$ cat src/rtl/math_adder_pkg.sv
// Shared types and helpers for the Brent-Kung adder/subtractor.
package math_adder_pkg;

    localparam int unsigned MATH_BK_MAX_N = 128;

    // Propagate/generate pair for one prefix node.
    typedef struct packed {
        logic p;
        logic g;
    } pg_t;

    // Prefix-tree depth for an N-bit operand.
    function automatic int unsigned bk_levels(input int unsigned n);
        return int'($clog2(n));
    endfunction

    // Prefix operator: hi covers the more significant span, lo the less significant one.
    function automatic pg_t pg_combine(input pg_t hi, input pg_t lo);
        pg_t r;
        r.p = hi.p & lo.p;
        r.g = hi.g | (hi.p & lo.g);
        return r;
    endfunction

endpackage

$ cat src/rtl/math_adder_bk_prefix_tree.sv
// Brent-Kung up-sweep/down-sweep over N+1 nodes (node 0 carries the carry-in).
// REG_MID=1 places a register between the sweeps, loaded when en is high.
module math_adder_bk_prefix_tree
    import math_adder_pkg::*;
#(
    parameter int unsigned N       = 32,
    parameter int unsigned REG_MID = 1
) (
    input  logic         clk,
    input  logic         rst_n,
    input  logic         en,
    input  pg_t  [N:0]   pg_in,
    output logic [N:0]   gg_c,
    output logic [N-1:0] bit_p_c
);

    localparam int unsigned LV = bk_levels(N) + 1;

    pg_t  [N:0]   up_c;
    pg_t  [N:0]   dn_in;
    pg_t  [N:0]   dn_c;
    logic [N-1:0] raw_p;

    // Per-bit propagate, needed by the sum stage after the tree.
    always_comb begin
        raw_p = '0;
        for (int k = 0; k < int'(N); k++) begin
            raw_p[k] = pg_in[k + 1].p;
        end
    end

    // Up-sweep: each node at odd span position absorbs its left sibling group.
    always_comb begin
        up_c = pg_in;
        for (int l = 0; l < int'(LV); l++) begin
            for (int i = 0; i <= int'(N); i++) begin
                if (((i + 1) % (2 << l)) == 0) begin
                    up_c[i] = pg_combine(up_c[i], up_c[i - (1 << l)]);
                end
            end
        end
    end

    generate
        if (REG_MID != 0) begin : g_mid
            pg_t  [N:0]   mid_q;
            logic [N-1:0] bit_p_q;

            // Mid-tree boundary holds the completed up-sweep.
            always_ff @(posedge clk or negedge rst_n) begin
                if (!rst_n) begin
                    mid_q   <= '0;
                    bit_p_q <= '0;
                end else if (en) begin
                    mid_q   <= up_c;
                    bit_p_q <= raw_p;
                end
            end

            assign dn_in   = mid_q;
            assign bit_p_c = bit_p_q;
        end else begin : g_nomid
            logic unused_mid;
            assign unused_mid = ^{clk, rst_n, en};
            assign dn_in      = up_c;
            assign bit_p_c    = raw_p;
        end
    endgenerate

    // Down-sweep: fill the remaining nodes from the nearest complete prefix on their right.
    always_comb begin
        dn_c = dn_in;
        gg_c = '0;
        for (int l = int'(LV) - 1; l >= 0; l--) begin
            for (int i = 0; i <= int'(N); i++) begin
                if (((i + 1) >= 3 * (1 << l)) && (((i + 1 - (1 << l)) % (2 << l)) == 0)) begin
                    dn_c[i] = pg_combine(dn_c[i], dn_c[i - (1 << l)]);
                end
            end
        end
        for (int i = 0; i <= int'(N); i++) begin
            gg_c[i] = dn_c[i].g;
        end
    end

endmodule

$ cat src/rtl/math_adder_brent_kung_pipe.sv
// Pipelined Brent-Kung adder/subtractor with valid/ready handshake.
// Define MATH_ADDER_BK_OVF_EN to add the o_overflow port and its logic.
module math_adder_brent_kung_pipe
    import math_adder_pkg::*;
#(
    parameter int unsigned N        = 32,
    parameter int unsigned REG_TREE = 1
) (
    input  logic         i_clk,
    input  logic         i_rst_n,
    input  logic         i_valid,
    output logic         o_ready,
    input  logic [N-1:0] i_a,
    input  logic [N-1:0] i_b,
    input  logic         i_cin,
    input  logic         i_sub,
    output logic         o_valid,
    input  logic         i_ready,
    output logic [N-1:0] o_sum,
    output logic         o_carry
`ifdef MATH_ADDER_BK_OVF_EN
    ,
    output logic         o_overflow
`endif
);

    localparam int unsigned STAGES = (REG_TREE != 0) ? 3 : 2;
    localparam int unsigned LAST   = STAGES - 1;

    generate
        if (!((N >= 4) && (N <= MATH_BK_MAX_N) && ((N & (N - 1)) == 0))) begin : g_bad_n
            $error("math_adder_brent_kung_pipe: N must be a power of two in 4..128");
        end
    endgenerate

    logic [STAGES-1:0] stage_valid;
    logic [STAGES-1:0] stage_ready;
    logic [STAGES-1:0] stage_in;
    logic [STAGES-1:0] stage_load;
    logic [N-1:0]      b_eff;
    logic              cin_eff;
    pg_t  [N:0]        pg_c;
    pg_t  [N:0]        s1_pg;
    logic [N:0]        gg_c;
    logic [N-1:0]      bit_p_c;
    logic              mid_en;

    // Ready chain from the output back to the input; a stage loads when ready and fed valid.
    always_comb begin
        stage_in          = {stage_valid[STAGES-2:0], i_valid};
        stage_ready       = '0;
        stage_ready[LAST] = !stage_valid[LAST] || i_ready;
        for (int k = int'(LAST) - 1; k >= 0; k--) begin
            stage_ready[k] = !stage_valid[k] || stage_ready[k + 1];
        end
        stage_load = stage_ready & stage_in;
    end

    assign o_ready = stage_ready[0];
    assign o_valid = stage_valid[LAST];
    assign mid_en  = (REG_TREE != 0) ? stage_load[1] : 1'b0;

    // Valid bits advance only where the stage is ready; stalled stages hold.
    always_ff @(posedge i_clk or negedge i_rst_n) begin
        if (!i_rst_n) begin
            stage_valid <= '0;
        end else begin
            stage_valid <= (stage_valid & ~stage_ready) | (stage_in & stage_ready);
        end
    end

    // Operand conditioning: invert B and force carry-in for subtraction.
    always_comb begin
        b_eff      = i_b ^ {N{i_sub}};
        cin_eff    = i_sub | i_cin;
        pg_c       = '0;
        pg_c[0].g  = cin_eff;
        for (int k = 0; k < int'(N); k++) begin
            pg_c[k + 1].p = i_a[k] ^ b_eff[k];
            pg_c[k + 1].g = i_a[k] & b_eff[k];
        end
    end

    // Stage S1 captures the per-bit propagate/generate vector.
    always_ff @(posedge i_clk or negedge i_rst_n) begin
        if (!i_rst_n) begin
            s1_pg <= '0;
        end else if (stage_load[0]) begin
            s1_pg <= pg_c;
        end
    end

    math_adder_bk_prefix_tree #(
        .N       (N),
        .REG_MID (REG_TREE)
    ) u_tree (
        .clk     (i_clk),
        .rst_n   (i_rst_n),
        .en      (mid_en),
        .pg_in   (s1_pg),
        .gg_c    (gg_c),
        .bit_p_c (bit_p_c)
    );

    // Output stage: sum bits, carry out and optional overflow.
    always_ff @(posedge i_clk or negedge i_rst_n) begin
        if (!i_rst_n) begin
            o_sum      <= '0;
            o_carry    <= 1'b0;
`ifdef MATH_ADDER_BK_OVF_EN
            o_overflow <= 1'b0;
`endif
        end else if (stage_load[LAST]) begin
            o_sum      <= gg_c[N-1:0] ^ bit_p_c;
            o_carry    <= gg_c[N];
`ifdef MATH_ADDER_BK_OVF_EN
            o_overflow <= gg_c[N-1] ^ gg_c[N];
`endif
        end
    end

endmodule

$ cat config.mk
export PLATFORM = sky130hd
export DESIGN_NAME = math_adder_brent_kung_pipe
export DESIGN_NICKNAME = d
export VERILOG_FILES = /design/src/rtl/math_adder_pkg.sv /design/src/rtl/math_adder_bk_prefix_tree.sv /design/src/rtl/math_adder_brent_kung_pipe.sv
export SDC_FILE = /design/constraint.sdc
export NUM_CORES = 1
export LEC_CHECK = 0
export ABC_AREA = 1
export CORE_AREA = 2 2 160 123
export CTS_BUF_LIST = sky130_fd_sc_hd__clkbuf_8
export CTS_CLUSTER_SIZE = 20
export DETAILED_ROUTE_END_ITERATION = 10
export DIE_AREA = 0 0 162 125
export PLACE_DENSITY = 0.68
export SYNTH_ARGS = -nofsm -noshare
export SYNTH_HDL_FRONTEND = slang
export SYNTH_SLANG_ARGS = --single-unit
$ cat constraint.sdc
create_clock -name i_clk -period 4.03 [get_ports i_clk]
set_clock_uncertainty 0.1 [all_clocks]
set_input_delay 1.209 -clock i_clk [delete_from_list [all_inputs] [get_ports i_clk]]
set_output_delay 1.209 -clock i_clk [all_outputs]
set_load 0.05 [all_outputs]
==> impl_metrics.ini <==
[global_route]
grt.overflow.total = 0
grtUsageTotal_pct = 17.3
grt_pass1_wl_um = 27600
grt_max_degree = 99
antenna_found_initial = 0
first_global_vias = 5464

[flow_run]
drv_cap = 0

[worst_setup_path]
cp-end-kind = output port
path_class = in2out
crit_fanout = 3
worstPathRequired_ps = 2720
startpoint_type = input port
crit_arrival_ps = 2110

[routing]
wire_per_inst_um = 13.9
drtPass1Iterations = 5
drcViolationCount = 0
routed_via_density = 4.73
drt_iter0_drc = 387
ant_nets = 0
vias = 5624
drt-total-wl_um = 16500

[cells_and_area]
final_cell_mix = nand2_1, dfrtp_1, clkdlybuf4s50_1, nor2_1, o21ai_0
seqCellArea_mm2 = 0.00443
instances_no_fill = 1190
final_common_cell = nand2_1
utilization_pct = 52.3
drive_above_1_share_pct = 8.54
area_growth_pct = 19.0
layout.nets = 1042
n_antenna_cell = 0
nFillCells = 1730
multiInputGateArea_mm2 = 0.00338

[floorplanning]
ios = 105
num_rows = 44
initial_core_util_pct = 43.9
coreArea_mm2 = 0.0188
dieArea_mm2 = 0.0203
die_height_um = 125
die_w_um = 162

[sta]
timing.fmax_mhz = 293
slew_violations = 0
finalCritPeriodShare_pct = 84.7
setup-tns-final_ps = 0
holdWs_ps = 382
rsz0062_at_grt = false
slew_headroom_pct = 49.9
setup_violations = 0
worst-slew-pin-transition_ps = 752
fin_crit_ps = 3410
finalHoldViolCount = 0

[yosys]
synth_cell_types = 30
ys_ff_latch = 177
syn_nets = 946
synth_top_area_share_pct = 53.5
async_reset_ff_share_pct = 100
synth_area_leaders = dfrtp_1, nand2_1, ha_1
synth_edf_count = 0
syn_inst = 828
syn_area_per_cell_um2 = 9.99
synthesis.area_mm2 = 0.00827
synth_top_area_cell = dfrtp_1
yosysWarnings = 0
ys_seq_area_share_pct = 53.5
ys.flop_type = dfrtp_1

[min_path]
hold_path_class = reg2reg

[outcome]
outcome = complete, no violations

[cts]
cts_resized = 0
ctsHoldBuffers = 0
clockBufferDepth = 2
cts_tree = yes
path_clk_slew_ps = 80
clk_latency_ps = 460
root_buffer = clkbuf_8
cts_buffers = 17
htree_levels = 4
cts_setup_buffers = 0
clkSinkCount = 177

[power]
powerDensity_mw_per_mm2 = 665
irDropWorstVdd_uv = 359
leakagePower_nw = 4.88

[place]
placedCellCount = 1158
port-buffer-count = 104
hpwlAfterDp_um = 11500
gp_congestion = 0.782
[logic make-up (layout without fill, tap and decap cells)]
family,count (synthesis),count (layout),synth area share [%]
AOI/OAI and AO/OA,118,118,7.52
xor gates and xnor gates,48,48,5.08
buffers and inverters,86,195,5.61
and+or+nand+nor,318,318,15.1
DFF,177,177,53.5
muxes,33,33,5.85
adders and majority gates,48,48,7.26
[worst paths after layout]
path | startpoint | endpoint | slack, ps | depth (start not counted)
max reg2reg | flip-flop | u_tree.dn_in[34] | 2150 | 5
min reg2reg | o_sum[27] | o_sum[27] | 380 | 2
min in group asynchronous | i_rst_n | s1_pg[18] | 660 | 1
max | i_ready | o_ready | 620 | 4
max in group asynchronous | i_rst_n | u_tree.bit_p_c[23] | 2340 | 2
min | o_sum[27] | o_sum[27] | 380 | 2
[stage by stage]
step	area [um^2]	power [W]	setup slack, ps
floorplan	8270	0.00450	1140
global placement	9430	0.00528	632
detailed placement	9430	0.00533	619
CTS	9850	0.00661	607
global route	9850	0.00702	548
finish	9850	0.00654	616
[worst max-delay path, cell delays in order]
cell,delay [ps]
clkdlybuf4s50_1,400
inv_1,140
nand4_4,170
buf_12,200
[Yosys cell counts, drive strengths merged, types with 5 or more instances]
cell type and n:
a21o 5, a21oi 44, a31oi 9, buf 31, dfrtp 177, ha 48
inv 51, mux2 33, nand2 241, nand3 6, nor2 66, o21ai 57
xor2 47
[power by group]
group	total, W	switching, W	internal (W)
logic	0.00251	0.00157	0.000945
clock network	0.00126	0.000611	0.000648
registers	0.00277	0.000395	0.00238
[metal layers]
| metal | vias to the layer above | routed length, um | global-route usage (%) |
|---|---|---|---|
| li1 | 2854 | - | - |
| met1 | 2654 | 8590 | 26.1 |
| met2 | 100 | 7010 | 24.8 |
| met3 | 16 | 720 | 4.11 |
| met4 | 0 | 208 | 4.84 |
| met5 | - | 0 | 0 |
[layout make-up]
class	count	share of cell area (%)
repair buffers	112	11.2
clock buffers	23	3.21
well taps	253	3.21
inverters	51	1.97
clock inverters	9	1.03
flip-flops and latches	177	45.0
multi-input cells	565	34.3
[flip-flops by register name (all words and copies together), names as in the netlist, named ones only]
register and count:
o_carry 1, o_sum 32, s1_pg 65, u_tree.bit_p_c 32, u_tree.dn_in 38, u_tree.gg_c 6
Note: power is estimated with default switching activity, not from simulation.
==> variant: new RTL, same flow settings <==
The option `MATH_ADDER_BK_OVF_EN` is turned on by a define.
--- a/src/rtl/math_adder_brent_kung_pipe.sv
+++ b/src/rtl/math_adder_brent_kung_pipe.sv
@@ -1,5 +1,7 @@
 // Pipelined Brent-Kung adder/subtractor with valid/ready handshake.
 // Define MATH_ADDER_BK_OVF_EN to add the o_overflow port and its logic.
+`define MATH_ADDER_BK_OVF_EN
+
 module math_adder_brent_kung_pipe
     import math_adder_pkg::*;
 #(
Function (old outputs only; new: o_overflow): kept (equiv_simple and equiv_induct, registers matched by name and starting in step).
==> variant against the original RTL <==
Design area up 0.67%. Total power rose by 1.8%. Largest cell class unchanged. Critical path type unchanged. Sequential cell count grew 1. Via count fell by 0.64%. Worst setup slack lost 0.039 ns. Critical endpoint unchanged. Synthesized cell count is 0.48% higher. Wire length up 0.99%. Critical path depth unchanged. Area after synthesis increased by 0.65%. Highest routed layer unchanged.
==> variant: results (changes against the original RTL) <==
Global-route wire length before repair: 28.0 mm (was 27.6 mm). The worst vdd rail ir drop was 0.000408 V (was 0.000359 V); the post-placement worst setup slack was 0.586 ns (was 0.619 ns). The placed wire-length estimate was 12.3 mm (was 11.5 mm).

The non-filler instance count after layout was 1192 (was 1190). Worst path arrival time: 2.14 ns (was 2.11 ns). The sequential-to-total area share from yosys stat is 53.5% (about the same), and the number of violations reported at the end of detailed-routing iteration 0 is 366 (was 387).

The final hold slack was 0.385 ns (was 0.382 ns). The switching share of total power works out to 39.6% (was 39.3%). The standard cell area after detailed placement was 9530 sq um (was 9430 sq um); the post-synthesis mux area share was 5.91% (was 5.85%).

The tools report the reported leakage power as 4.91 nW (was 4.88 nW). The flow ran to the end, and the final reports show no timing, DRC or antenna violations. Commonest cells in the synthesized netlist: sky130_fd_sc_hd__nand2_1, sky130_fd_sc_hd__dfrtp_1, sky130_fd_sc_hd__nor2_1 (unchanged). The run gives 6.31 mm (was 7.01 mm) as the length of routed met2 wiring. Worst min-delay path startpoint: o_sum[13] (was o_sum[27]). For the final total power, the log shows 6.66 mW (was 6.54 mW). The number of buffer cells added on primary ports works out to 105 (was 104). The number of nets in the finished design was 1049 (was 1042); the post-synthesis compound-gate area fraction was 7.53% (was 7.52%). The part of the cycle the worst path needs is 85.7% (was 84.7%). The end point of the most critical hold path is o_sum[13] (was o_sum[27]). The logs give 2.11 ns (was 2.15 ns) for the setup slack of the most critical reg-to-reg path and 9.44 mm (was 8.59 mm) for the met1 wire length. For the met3 layer usage reported by global route, the log shows 3.68% (was 4.11%).

The final weighted congestion of routability-driven global placement is 0.783 (was 0.782), and the per-cell routed wire length is 14.0 um (was 13.9 um). The tools report the number of fill cells as 1735 (was 1730). Largest cells by area after synthesis: sky130_fd_sc_hd__dfrtp_1, sky130_fd_sc_hd__nand2_1, sky130_fd_sc_hd__ha_1, sky130_fd_sc_hd__mux2_4, sky130_fd_sc_hd__xor2_1 (unchanged).

Critical register-to-register path endpoint: s1_pg[8] (was u_tree.dn_in[34]). The depth of the worst register-to-register path came out at 4 (was 5). The tools report the power attributed to combinational cells as 2.65 mW (was 2.51 mW). The overall fraction of global-route tracks in use came out at 17.6% (was 17.3%). The met2 demand-to-capacity share in global routing was 22.3% (was 24.8%).

The number of global-route vias before repair was 5508 (was 5464); the area share of fa/ha/maj cells after synthesis was 7.21% (was 7.26%).
## variant: cell count changes after synthesis, sizes merged
cell / unedited run / this run
buf: 31 / 32
dfrtp: 177 / 178
o21ai: 57 / 58
nand2: 241 / 242
clkbuf: 4 / 3
xor2: 47 / 48
## variant: worst min-delay path, stage by stage (launching register included)
cell	delay (ns)
sky130_fd_sc_hd__dfrtp_1	0.35
sky130_fd_sc_hd__nand2_1	0.05
sky130_fd_sc_hd__nand2_1	0.05
## variant: layout make-up
| cell class | count | area, sq um | share of cell area [%] |
|---|---|---|---|
| sequential | 178 | 4450 | 44.9 |
| clock buffer | 20 | 275 | 2.78 |
| tap | 253 | 317 | 3.19 |
| inverter | 51 | 191 | 1.93 |
| timing repair buffer | 115 | 1160 | 11.7 |
| clock inverter | 7 | 111 | 1.12 |
| multi-input combinational | 568 | 3410 | 34.4 |
